--- src/rtl/mult_div_unit.sv ---
// mult_div_unit: sequential signed multiply/divide unit for the multicycle core.
//   A one-cycle start_i (sampled only when idle) with op_i selects MULT (0) or DIV (1).
//   The unit iterates WIDTH cycles, then pulses done_o with hi_o/lo_o valid.
//   MULT: radix-2 Booth, hi_o/lo_o = full signed 2*WIDTH-bit product.
//   DIV : restoring division on magnitudes, lo_o = quotient, hi_o = remainder,
//         truncating toward zero. Divide by zero pulses div0_o with done_o and
//         leaves hi_o/lo_o unchanged.
// Ports:
//   clk_i    system clock, rising edge
//   reset_i  asynchronous, active-high reset
//   start_i  one-cycle operation request
//   op_i     0 = MULT, 1 = DIV (sampled with start_i)
//   a_i      multiplicand / dividend
//   b_i      multiplier / divisor
//   hi_o     MULT: product[2W-1:W]; DIV: remainder
//   lo_o     MULT: product[W-1:0];  DIV: quotient
//   busy_o   operation in flight
//   done_o   one-cycle completion pulse
//   div0_o   one-cycle divide-by-zero pulse, coincident with done_o
module mult_div_unit #(
  parameter int unsigned WIDTH = 32
) (
  input  logic             clk_i,
  input  logic             reset_i,
  input  logic             start_i,
  input  logic             op_i,
  input  logic [WIDTH-1:0] a_i,
  input  logic [WIDTH-1:0] b_i,
  output logic [WIDTH-1:0] hi_o,
  output logic [WIDTH-1:0] lo_o,
  output logic             busy_o,
  output logic             done_o,
  output logic             div0_o
);

  localparam int unsigned CntW = (WIDTH > 1) ? $clog2(WIDTH) : 1;
  localparam int unsigned AccW = 2 * WIDTH + 1;
  localparam logic [CntW-1:0] CntLast = CntW'(WIDTH - 1);

  typedef enum logic [1:0] {
    StIdle,
    StMult,
    StDiv,
    StFin
  } state_e;

  state_e            state_q, state_d;
  logic [CntW-1:0]   cnt_q, cnt_d;
  // MULT: {partial product (W), multiplier (W), booth bit}
  // DIV : {unused (1), remainder (W), dividend/quotient (W)}
  logic [AccW-1:0]   acc_q, acc_d;
  // Multiplicand for MULT, divisor magnitude for DIV.
  logic [WIDTH-1:0]  opb_q, opb_d;
  logic              sign_a_q, sign_a_d;
  logic              sign_b_q, sign_b_d;
  logic              div0_q, div0_d;
  logic [WIDTH-1:0]  hi_q, hi_d;
  logic [WIDTH-1:0]  lo_q, lo_d;

  // Booth step
  logic [WIDTH-1:0]  booth_hi;
  logic [WIDTH:0]    booth_sum;

  // Restoring division step
  logic [WIDTH-1:0]  div_rem;
  logic [WIDTH-1:0]  div_quo;
  logic [WIDTH:0]    div_shift;
  logic [WIDTH:0]    div_diff;
  logic              div_qbit;
  logic [WIDTH-1:0]  rem_next;
  logic [WIDTH-1:0]  quo_next;
  logic [WIDTH-1:0]  quo_fix;
  logic [WIDTH-1:0]  rem_fix;

  logic [WIDTH-1:0]  a_abs;
  logic [WIDTH-1:0]  b_abs;

  assign a_abs = a_i[WIDTH-1] ? (~a_i + 1'b1) : a_i;
  assign b_abs = b_i[WIDTH-1] ? (~b_i + 1'b1) : b_i;

  assign booth_hi = acc_q[AccW-1 -: WIDTH];

  // The add/subtract is done one bit wider so that a most-negative multiplicand
  // cannot overflow the partial product before the arithmetic shift.
  always_comb begin
    booth_sum = {booth_hi[WIDTH-1], booth_hi};
    case (acc_q[1:0])
      2'b01:   booth_sum = {booth_hi[WIDTH-1], booth_hi} + {opb_q[WIDTH-1], opb_q};
      2'b10:   booth_sum = {booth_hi[WIDTH-1], booth_hi} - {opb_q[WIDTH-1], opb_q};
      default: booth_sum = {booth_hi[WIDTH-1], booth_hi};
    endcase
  end

  // Remainder is always below the divisor magnitude (<= 2^(W-1)), so the shifted
  // remainder fits in W bits and bit W of the difference is a clean borrow.
  assign div_rem   = acc_q[2*WIDTH-1:WIDTH];
  assign div_quo   = acc_q[WIDTH-1:0];
  assign div_shift = {div_rem, div_quo[WIDTH-1]};
  assign div_diff  = div_shift - {1'b0, opb_q};
  assign div_qbit  = ~div_diff[WIDTH];
  assign rem_next  = div_qbit ? div_diff[WIDTH-1:0] : div_shift[WIDTH-1:0];
  assign quo_next  = {div_quo[WIDTH-2:0], div_qbit};

  assign quo_fix = (sign_a_q ^ sign_b_q) ? (~quo_next + 1'b1) : quo_next;
  assign rem_fix = sign_a_q ? (~rem_next + 1'b1) : rem_next;

  always_comb begin
    state_d  = state_q;
    cnt_d    = cnt_q;
    acc_d    = acc_q;
    opb_d    = opb_q;
    sign_a_d = sign_a_q;
    sign_b_d = sign_b_q;
    div0_d   = div0_q;
    hi_d     = hi_q;
    lo_d     = lo_q;

    unique case (state_q)
      StIdle: begin
        if (start_i) begin
          cnt_d = '0;
          if (!op_i) begin
            state_d = StMult;
            acc_d   = {{WIDTH{1'b0}}, a_i, 1'b0};
            opb_d   = b_i;
            div0_d  = 1'b0;
          end else if (b_i == '0) begin
            state_d = StFin;
            div0_d  = 1'b1;
          end else begin
            state_d  = StDiv;
            acc_d    = {1'b0, {WIDTH{1'b0}}, a_abs};
            opb_d    = b_abs;
            sign_a_d = a_i[WIDTH-1];
            sign_b_d = b_i[WIDTH-1];
            div0_d   = 1'b0;
          end
        end
      end
      StMult: begin
        acc_d = {booth_sum, acc_q[WIDTH:1]};
        cnt_d = cnt_q + 1'b1;
        if (cnt_q == CntLast) begin
          state_d = StFin;
          hi_d    = booth_sum[WIDTH:1];
          lo_d    = {booth_sum[0], acc_q[WIDTH:2]};
        end
      end
      StDiv: begin
        acc_d = {1'b0, rem_next, quo_next};
        cnt_d = cnt_q + 1'b1;
        if (cnt_q == CntLast) begin
          state_d = StFin;
          hi_d    = rem_fix;
          lo_d    = quo_fix;
        end
      end
      StFin: begin
        state_d = StIdle;
        div0_d  = 1'b0;
      end
      default: state_d = StIdle;
    endcase
  end

  always_ff @(posedge clk_i or posedge reset_i) begin
    if (reset_i) begin
      state_q  <= StIdle;
      cnt_q    <= '0;
      acc_q    <= '0;
      opb_q    <= '0;
      sign_a_q <= 1'b0;
      sign_b_q <= 1'b0;
      div0_q   <= 1'b0;
      hi_q     <= '0;
      lo_q     <= '0;
    end else begin
      state_q  <= state_d;
      cnt_q    <= cnt_d;
      acc_q    <= acc_d;
      opb_q    <= opb_d;
      sign_a_q <= sign_a_d;
      sign_b_q <= sign_b_d;
      div0_q   <= div0_d;
      hi_q     <= hi_d;
      lo_q     <= lo_d;
    end
  end

  assign hi_o   = hi_q;
  assign lo_o   = lo_q;
  assign busy_o = (state_q != StIdle);
  assign done_o = (state_q == StFin);
  assign div0_o = (state_q == StFin) && div0_q;

endmodule

--- config.mk ---
export PLATFORM = sky130hd
export DESIGN_NAME = mult_div_unit
export DESIGN_NICKNAME = d
export VERILOG_FILES = /design/src/rtl/mult_div_unit.sv
export SDC_FILE = /design/constraint.sdc
export NUM_CORES = 1
export LEC_CHECK = 0
export CAP_MARGIN = 20
export CELL_PAD_IN_SITES_DETAIL_PLACEMENT = 1
export CELL_PAD_IN_SITES_GLOBAL_PLACEMENT = 2
export CORE_MARGIN = 2
export CORE_UTILIZATION = 42
export DETAILED_ROUTE_END_ITERATION = 10
export DONT_BUFFER_PORTS = 1
export PLACE_DENSITY_LB_ADDON = 0.2
export REMOVE_ABC_BUFFERS = 1
export SYNTH_ARGS = -nofsm -noshare
export SYNTH_HDL_FRONTEND = slang
export SYNTH_SLANG_ARGS = --single-unit
--- constraint.sdc ---
create_clock -name clk_i -period 9.2 [get_ports clk_i]
set_clock_uncertainty 0.2 [all_clocks]
set_input_delay 0.92 -clock clk_i [delete_from_list [all_inputs] [get_ports clk_i]]
set_output_delay 0.92 -clock clk_i [all_outputs]
set_load 0.01 [all_outputs]
==> metrics.yaml <==
critical_path_buf_inv_count: 2
finalWeightedCongestion: 0.923
synth_top_area_share: 0.263
fp.dieH_um: 201
final_net_count: 2192
r2r_cells: 20
fin_crit_sh: 0.668
htree_levels: 4
layout-drive-gt1-share: 0.0544
clock-sinks: 171
path_delay_family: "compound AO/OA/AOI/OAI gates"
relSlewSlack: 0.249
antenna_found_initial: 3
drc: 0
clockBufferDepth: 2
arrival_ns: 6.32
routedWlPerCell_um: 23.8
synth_ff_type: "dfrtp_1"
synthTopCellsByArea: "dfrtp_1, xnor2_1, o21ai_0"
wirelength_mm: 61.4
clock_latency_ns: 0.47
yosys.area.top_type: "dfrtp_1"
cp_max_fo: 7
multi_input_area_mm2: 0.0111
worst_path_largest_cell_delay_ns: 0.58
ctsHoldBuffers: 0
path_cells: "inv_1, ha_1, nor3b_1, nand2_1, nor3b_1, buf_4, a31oi_1, xnor2_1, ha_1, nand3_1, nor3_1, nand2_1, a211oi_1, o211ai_1, a21oi_1, o21ai_0, or3b_2, a32oi_1, o221ai_1, a22oi_1"
seq_area_frac_synth: 0.263
first_pass_iters: 5
core_mm2: 0.0385
cts_resized: 0
grt_overflow: 0
ys_top_cells_by_count: "nand2_1, o21ai_0, a21oi_1, dfrtp_1, nor2_1"
post-route-min-period_ns: 6.15
grt_pass1_wl_mm: 97.3
status: "finished, final reports clean"
worst_setup_hold_path_clk_slew_ns: 0.07
rr_endpoint: "hi_o[30]$_DFFE_PP0P_"
synth_area_per_cell_um2: 7.59
fmax_ghz: 0.163
initial_utilization: 0.423
n_fill_cell: 4765
postCtsSetupRepairBufs: 0
ios: 135
yosys_warnings: 0
synth_seq_cells: 171
slowest_stage: "a211oi_1"
synthCells: 2144
drt-vias-per-instance: 6.35
ant_nets: 0
critPathKind: "flop to flop"
cp-end-kind: "flop"
cts_buffers: 17
cts_tree: "done"
yosysMostFrequentCell: "nand2_1"
placement.io_buffers: 0
grt_max_degree: 123
antenna_cells: 0
cts_root_buf: "clkbuf_16"
finalMaxSlewViolations: 0
drtIter0Drc: 1006
hp-class: "input port to async pin"
cp.required_ns: 9.38
grt_setup_unrepaired: "false"
netlist_area_mm2: 0.0163
tightest_slew_ns: 1.12
reg2reg_setup_slack_ns: 3.05
synth-edff-count: 0
crit-reg2reg-launch: "opb_q[1]$_DFFE_PP0P_"
max_cap_violations: 0
grt_usage: 0.304
seq_area_mm2: 0.00428
grt_pass1_vias: 16575
finalSetupTns_ns: 0
finalSetupViolCount: 0
hold_viol: 0
dieWidth_um: 201
dieArea_mm2: 0.0403
ys_async_sr_fraction: 1.00
dp_hpwl_mm: 46.1
ys_types: 91
rows: 72
area_growth_pct: 5.58
vias: 16354
start_kind: "flop"
kinds of logic (layout without fill, tap and decap cells):
kind of cell | after synthesis | count (layout) | synth area share
muxes | 33 | 33 | 0.0214
AOI/OAI and AO/OA | 749 | 749 | 0.297
buffers and inverters | 229 | 143 | 0.0544
xor gates and xnor gates | 177 | 177 | 0.0953
and+or+nand+nor | 706 | 706 | 0.208
DFF | 171 | 171 | 0.263
adders and majority gates | 79 | 79 | 0.0617
layer usage:
metal,vias to the layer above,wire length (um),GRT usage
met1,8204,27700,0.409
met5,-,14,0
li1,7633,-,-
met4,2,1660,0.0934
met3,96,3030,0.0487
met2,419,29000,0.502
cell usage in the layout (no fill, tap or decap), types with 29 or more instances in the layout:
cell     count
a21o_1      29
a21oi_1    192
a22o_1      30
a31oi_1     39
dfrtp_1    171
ha_1        76
inv_1       79
nand2_1    272
nand3_1     40
nor2_1     154
nor3_1      58
o21ai_0    206
xnor2_1    127
xor2_1      49
flip-flops by register name, indices dropped and copies added, names as in the netlist:
register  cells
acc_q        65
sign_b_q      1
opb_q        32
hi_o         32
cnt_q         5
sign_a_q      1
lo_o         32
div0_q        1
state_q       2
final cells by class:
cell class | count | share of cell area
inverters | 83 | 0.0186
flip-flops and latches | 171 | 0.249
repair buffers | 28 | 0.0127
clock inverters | 12 | 0.00655
well taps | 518 | 0.0377
multi-input cells | 1744 | 0.649
clock buffers | 20 | 0.0266
through the flow:
stage          hold WS (ns)   util  worst slack [ns]  instance area [um2]  instances
6_report              0.279  0.447              3.05                17200       2576
5_1_grt               0.336  0.447              2.58                17200       2576
4_1_cts               0.308  0.446              3.13                17200       2575
3_5_place_dp          0.293  0.431              3.17                16600       2543
3_3_place_gp          0.284  0.431              3.27                16600       2542
2_1_floorplan         0.272      -              2.48                15700       1998
how the worst max path moves through the flow:
stage	to	slack, ns	startpoint	cells past startpoint
global placement	hi_o[30]$_DFFE_PP0P_	3.27	opb_q[1]$_DFFE_PP0P_	20
floorplan	hi_o[22]$_DFFE_PP0P_	2.48	state_q[0]$_DFFE_PP0P_	6
CTS	hi_o[30]$_DFFE_PP0P_	3.13	opb_q[1]$_DFFE_PP0P_	20
finish	hi_o[30]$_DFFE_PP0P_	3.05	opb_q[1]$_DFFE_PP0P_	20
global route	hi_o[30]$_DFFE_PP0P_	2.58	opb_q[1]$_DFFE_PP0P_	20
detailed placement	acc_q[38]$_DFFE_PP0P_	3.17	b_i[0]	14
Power is left out: the tool's default activity adds up to more than one toggle a clock period on the data nets, which glitch-free logic cannot reach.
